==> config.mk <==
export PLATFORM = sky130hd
export DESIGN_NAME = pipe_register
export DESIGN_NICKNAME = d
export VERILOG_FILES = /design/src/rtl/pipe_register.sv
export SDC_FILE = /design/constraint.sdc
export NUM_CORES = 1
export LEC_CHECK = 0
export ABC_CLOCK_PERIOD_IN_PS = 1980
export BUFFER_PORTS_ARGS = -buffer_cell sky130_fd_sc_hd__buf_4
export CAP_MARGIN = 10
export CORE_UTILIZATION = 46
export DETAILED_ROUTE_END_ITERATION = 7
export HOLD_SLACK_MARGIN = 0.15
export PLACE_DENSITY = 0.77
export SLEW_MARGIN = 15
export SYNTH_ARGS = -nofsm -noshare
export SYNTH_HDL_FRONTEND = slang
export SYNTH_SLANG_ARGS = --single-unit
==> constraint.sdc <==
create_clock -name CLK -period 1.98 [get_ports CLK]
set_input_delay 0.099 -clock CLK [delete_from_list [all_inputs] [get_ports CLK]]
set_output_delay 0.099 -clock CLK [all_outputs]
set_load 0.05 [all_outputs]
==> src/rtl/pipe_register.sv <==
// Multi-stage valid/ready pipeline register with bubble collapsing,
// synchronous flush and a registered occupancy count.
module pipe_register #(
  parameter int DATA_WIDTH = 8,
  parameter int DEPTH      = 2
) (
  input  logic                         CLK,
  input  logic                         RST,
  input  logic [DATA_WIDTH-1:0]        IN_DATA,
  input  logic                         IN_VALID,
  output logic                         IN_READY,
  output logic [DATA_WIDTH-1:0]        OUT_DATA,
  output logic                         OUT_VALID,
  input  logic                         OUT_READY,
  input  logic                         FLUSH,
  output logic [$clog2(DEPTH+1)-1:0]   COUNT
);

  localparam int CW = $clog2(DEPTH + 1);

  logic [DEPTH-1:0]      v_q, v_d;
  logic [DEPTH-1:0]      adv, load, v_in;
  logic [DATA_WIDTH-1:0] d_q  [DEPTH];
  logic [DATA_WIDTH-1:0] d_d  [DEPTH];
  logic [DATA_WIDTH-1:0] d_in [DEPTH];
  logic [CW-1:0]         count_q, count_d;
  logic                  in_xfer, out_xfer;

  // An empty stage downstream breaks the stall chain.
  always_comb begin
    adv = '0;
    adv[DEPTH-1] = OUT_READY;
    for (int i = DEPTH - 2; i >= 0; i--) begin
      adv[i] = !v_q[i+1] || adv[i+1];
    end
    load = ~v_q | adv;
  end

  always_comb begin
    v_in    = '0;
    d_in    = d_q;
    v_in[0] = IN_VALID;
    d_in[0] = IN_DATA;
    for (int i = 1; i < DEPTH; i++) begin
      v_in[i] = v_q[i-1];
      d_in[i] = d_q[i-1];
    end
  end

  assign IN_READY  = load[0] && !FLUSH;
  assign OUT_VALID = v_q[DEPTH-1] && !FLUSH;
  assign OUT_DATA  = d_q[DEPTH-1];
  assign COUNT     = count_q;
  assign in_xfer   = IN_VALID && IN_READY;
  assign out_xfer  = OUT_VALID && OUT_READY;

  always_comb begin
    v_d     = v_q;
    d_d     = d_q;
    count_d = count_q;
    if (FLUSH) begin
      v_d     = '0;
      count_d = '0;
    end else begin
      for (int i = 0; i < DEPTH; i++) begin
        if (load[i]) begin
          v_d[i] = v_in[i];
          // Empty slots keep their old data to avoid toggling.
          if (v_in[i]) d_d[i] = d_in[i];
        end
      end
      count_d = count_q + CW'(in_xfer) - CW'(out_xfer);
    end
  end

  always_ff @(posedge CLK) begin
    if (RST) begin
      v_q     <= '0;
      d_q     <= '{default: '0};
      count_q <= '0;
    end else begin
      v_q     <= v_d;
      d_q     <= d_d;
      count_q <= count_d;
    end
  end

endmodule
== Word-level counts from Yosys, hierarchy flattened ==
Index checks and enable logic that the tools add are counted.
Word-level totals
  bits in registers: 20
  latch bits: 0
  memory bits (writable): 0
  memory bits (read-only): 0
  input port bits: 13
  output and inout bits: 12
  word-level logic and storage cells: 20
  memories: 0
Cells by class
  add/subtract/negate cells: 2
  multipliers: 0
  divide/modulo/power cells: 0
  $lt $le $gt $ge: 0
  equality and inequality tests: 0
  shift operators: 0
  mux-type cells: 0
  bitwise operators: 3
  reductions and logical operators: 10
Operators by type and width (number)
  $reduce_and 3->1: 2
  $logic_and 1x1->1: 4
  $add 2x1->2: 1
  $logic_not 1->1: 2
  $not 2->2: 1
  $or 2x2->2: 1
  $reduce_or 2->1: 1
  $sub 2x1->2: 1
  $logic_or 1x1->1: 1
  $not 1->1: 1

== Longest topological paths before layout ==
  depth after elaboration: 7
  gate-level depth with buffers: 11
  depth with buffers taken out: 9

== Least setup slack after synthesis ==
Ideal clock, no wire load.
  kind: reg-to-reg
  from: register v_q[1]
  to: register count_q[1], in the netlist COUNT[1]
  library setup time: 0.116 ns
  arrival time: 2.049 ns
  required time: 1.864 ns
  slack: -0.185 ns
  stages on the path, launching flop included: 9
  buffers on the path: 0
  period minus slack after synthesis: 2.165 ns
  cell sequence: dfxtp_1 nor2b_1 and2_1 ha_1 inv_1 ha_1 xor2_1 xnor2_1 nor3_1
On the way
  elaborated cells between the ends (all ways): 9
  those cells by class: 2 x add/sub; 1 x bitwise; 6 x reduce/logical
RTL lines
  start: declaration: line 21  | logic [DEPTH-1:0] v_q, v_d;
  start signal: assignment: line 82  | v_q <= v_d;
  $logic_and 1x1->1: line 51  | assign OUT_VALID = v_q[DEPTH-1] && !FLUSH;
  named net OUT_VALID: line 13  | output logic OUT_VALID,
  $logic_and 1x1->1: line 55  | assign out_xfer = OUT_VALID && OUT_READY;
  $sub 2x1->2: line 72  | count_d = count_q + CW'(in_xfer) - CW'(out_xfer);
  end signal: assignment: line 84  | count_q <= count_d;
  end: declaration: line 26  | logic [CW-1:0] count_q, count_d;
The timed path passes the listed nets, and every way through them passes these cells.
A chain may end at the register's enable or synchronous reset.

== Worst setup path after layout ==
  from: input FLUSH
  to: register count_q[1], in the netlist COUNT[1]
On the way
  word-level cells in the longest chain between the ends: 5
  elaborated cells between the ends (all ways): 8
  those cells by class: 2 x add/sub; 6 x reduce/logical
Ends and longest elaborated chain
  start: declaration: line 15  | input logic FLUSH,
  $logic_not 1->1: line 50, 51
  $logic_and 1x1->1: line 50  | assign IN_READY = load[0] && !FLUSH;
  $logic_and 1x1->1: line 54  | assign in_xfer = IN_VALID && IN_READY;
  $add 2x1->2: line 72
  $sub 2x1->2: line 72
Parallel ways exist; a longest one is shown, timed or not.

==> metrics.csv <==
metric;value;unit
cts_tree;built;
irDropWorstVdd;0.0003623;V
status;finished, final reports clean;
first_pass_iters;4;
finalHoldViolations;0;
hp-class;primary input to flop;
clk_pin_slew;0.11;ns
grt_pass1_vias;683;
synth_edf_count;0;
drt_iter0_drc;3;
post_cts_buffers;0;
ys_ff_latch;20;
via_per_inst;4.903;
core_area;1802;um^2
fin_crit_sh;91.12;%
pin_count;25;
avgSynthCellArea;9.442;um^2
setup_violations;0;
cts_buffers;3;
ys.flop_type;dfxtp_1;
worstPathMaxFanout;9;
routed_wl;1840;um
die_area;2173;um^2
grt_antenna_before_repair;0;
synthToLayoutAreaGrowth;34.56;%
wl_per_cell;11.87;um
cp.arrival;2.02;ns
finalNonFillerCells;155;
p_leak;0.0005092;uW
n_fill_cell;164;
synth.distinct_cells;21;
synth_warnings;0;
die_h;46.62;um
overflow;0;
grt_usage;19.74;%
cts_buffer_depth;2;
dp_worst_setup_slack;0.2750;ns
std_cell_rows;15;
multi_input_area;449.2;um^2
report.final.slew_viol_count;0;
fin_crit;1.804;ns
syn_area;915.9;um^2
syn_nets;112;
cts_sinks;20;
nNetsFinal;146;
drv_cap;0;
yosysTopAreaCell;dfxtp_1;
drive_gt1_share;25.38;%
synth_top_area_share;43.72;%
ant_nets;0;
htree_levels;1;
final_common_cell;buf_4;
seq_area_frac_synth;43.72;%
synthCells;97;
crit_type;primary input to flop;
dr_total_vias;760;
antenna_cells;0;
drc;0;
grt_max_degree;29;
initial_core_util;50.83;%
cp-start-kind;primary input;
rsz0062_at_grt;no;
power.density;614.1;nW/um^2
layout.cells.most_common_list;25 x buf_4, 20 x dfxtp_1, 18 x nand2b_1;
die_x;46.62;um
setup_ws;0.1758;ns
synth.area.top_cells;dfxtp_1 44%, nand2b_1 12%, mux2i_1 8.7%;
grt_pass1_wl;2925;um
relSlewSlack;66.45;%
portBuffers;24;
tightest_slew;0.5023;ns
place_hpwl;1209;um
clock_skew;0.001275;ns
clock_latency;0.29;ns
seqCellArea;400.4;um^2
required;2.20;ns
fmax;0.5543;GHz
dp_cells;139;
gp_congestion;0.7233;
finalSetupTns;0;ns
cts_root_buf;clkbuf_4;
cp-end-kind;flop;
async_flop_share;0;%
synthesized netlist by cell type (2+ instances only):
| cell type | count |
|---|---|
| o21ai_0 | 8 |
| inv_1 | 2 |
| buf_2 | 4 |
| dfxtp_1 | 20 |
| buf_6 | 3 |
| nor3_1 | 3 |
| nor2b_1 | 2 |
| nand3_1 | 8 |
| a21oi_1 | 10 |
| ha_1 | 2 |
| mux2i_1 | 8 |
| nand2b_1 | 18 |
state kept, by name, indices dropped and copies added, names as in the netlist:
name      count
OUT_DATA      8
d_in          8
COUNT         2
v_q           2
final timing paths:
| check | slack [ns] | to | depth (start not counted) | from |
|---|---|---|---|---|
| min | 0.20 | v_q[0]$_SDFFE_PP0P_ | 4 | OUT_READY |
| min reg2reg | 0.48 | OUT_DATA[7]$_SDFFE_PP0P_ | 2 | OUT_DATA[7]$_SDFFE_PP0P_ |
| max | 0.18 | COUNT[1]$_SDFF_PP0_ | 11 | FLUSH |
| max reg2reg | 0.26 | COUNT[1]$_SDFF_PP0_ | 9 | v_q[1]$_SDFFE_PP0P_ |
report_power, final:
group | internal, uW | switching [uW] | total (uW) | leakage (uW)
clock | 112 | 118 | 230 | 0.0000210
sequential | 414 | 8.08 | 422 | 0.000162
combinational | 56.7 | 47.8 | 105 | 0.000326
total | 583 | 174 | 757 | 0.000509
layer usage:
metal	share of wire (%)	vias to the layer above	global-route usage [%]
li1	-	391	-
met1	45	345	25.65
met2	50	20	30.83
met3	3.5	4	4.706
met4	1.1	0	8.571
met5	0	-	0
per-stage QoR:
stage	util (%)	total power, uW	hold WS [ns]	instance area [um^2]
2_1_floorplan	-	489.9	0.2539	918.4
3_3_place_gp	59.72	514.1	0.3460	1076
3_5_place_dp	59.72	516.7	0.3569	1076
4_1_cts	68.40	765.7	0.1933	1232
5_1_grt	68.40	790.1	0.2144	1232
6_report	68.40	756.8	0.2007	1232
critical path: stages:
cell and delay [ns]:
dlygate4sd3_1 0.54, buf_4 0.17, nand2b_4 0.14, a21oi_2 0.12
inv_1 0.06, ha_1 0.26, inv_1 0.04, ha_1 0.17
xor2_1 0.15, xnor2_1 0.12, nor3_1 0.14
final cells by class:
type                       count  area share (%)
multi-input combinational     67           36.45
tap                           25           2.538
timing repair buffer          37           24.97
sequential                    20           32.49
inverter                       2          0.6091
clock buffer                   4           2.944
logic make-up after synthesis:
family,count (synthesis),share of synthesized area (%)
xor gates and xnor gates,2,1.913
muxes,8,8.744
DFF,20,43.72
AOI/OAI and AO/OA,19,10.79
buffers and inverters,10,7.514
and+or+nand+nor,36,24.59
adders and majority gates,2,2.732
repair_timing:
action	in CTS	in global routing
hold endpoints to repair	20	0
resized for setup	0	0
hold buffers	12	0
Power figures use the tool's default switching activity.
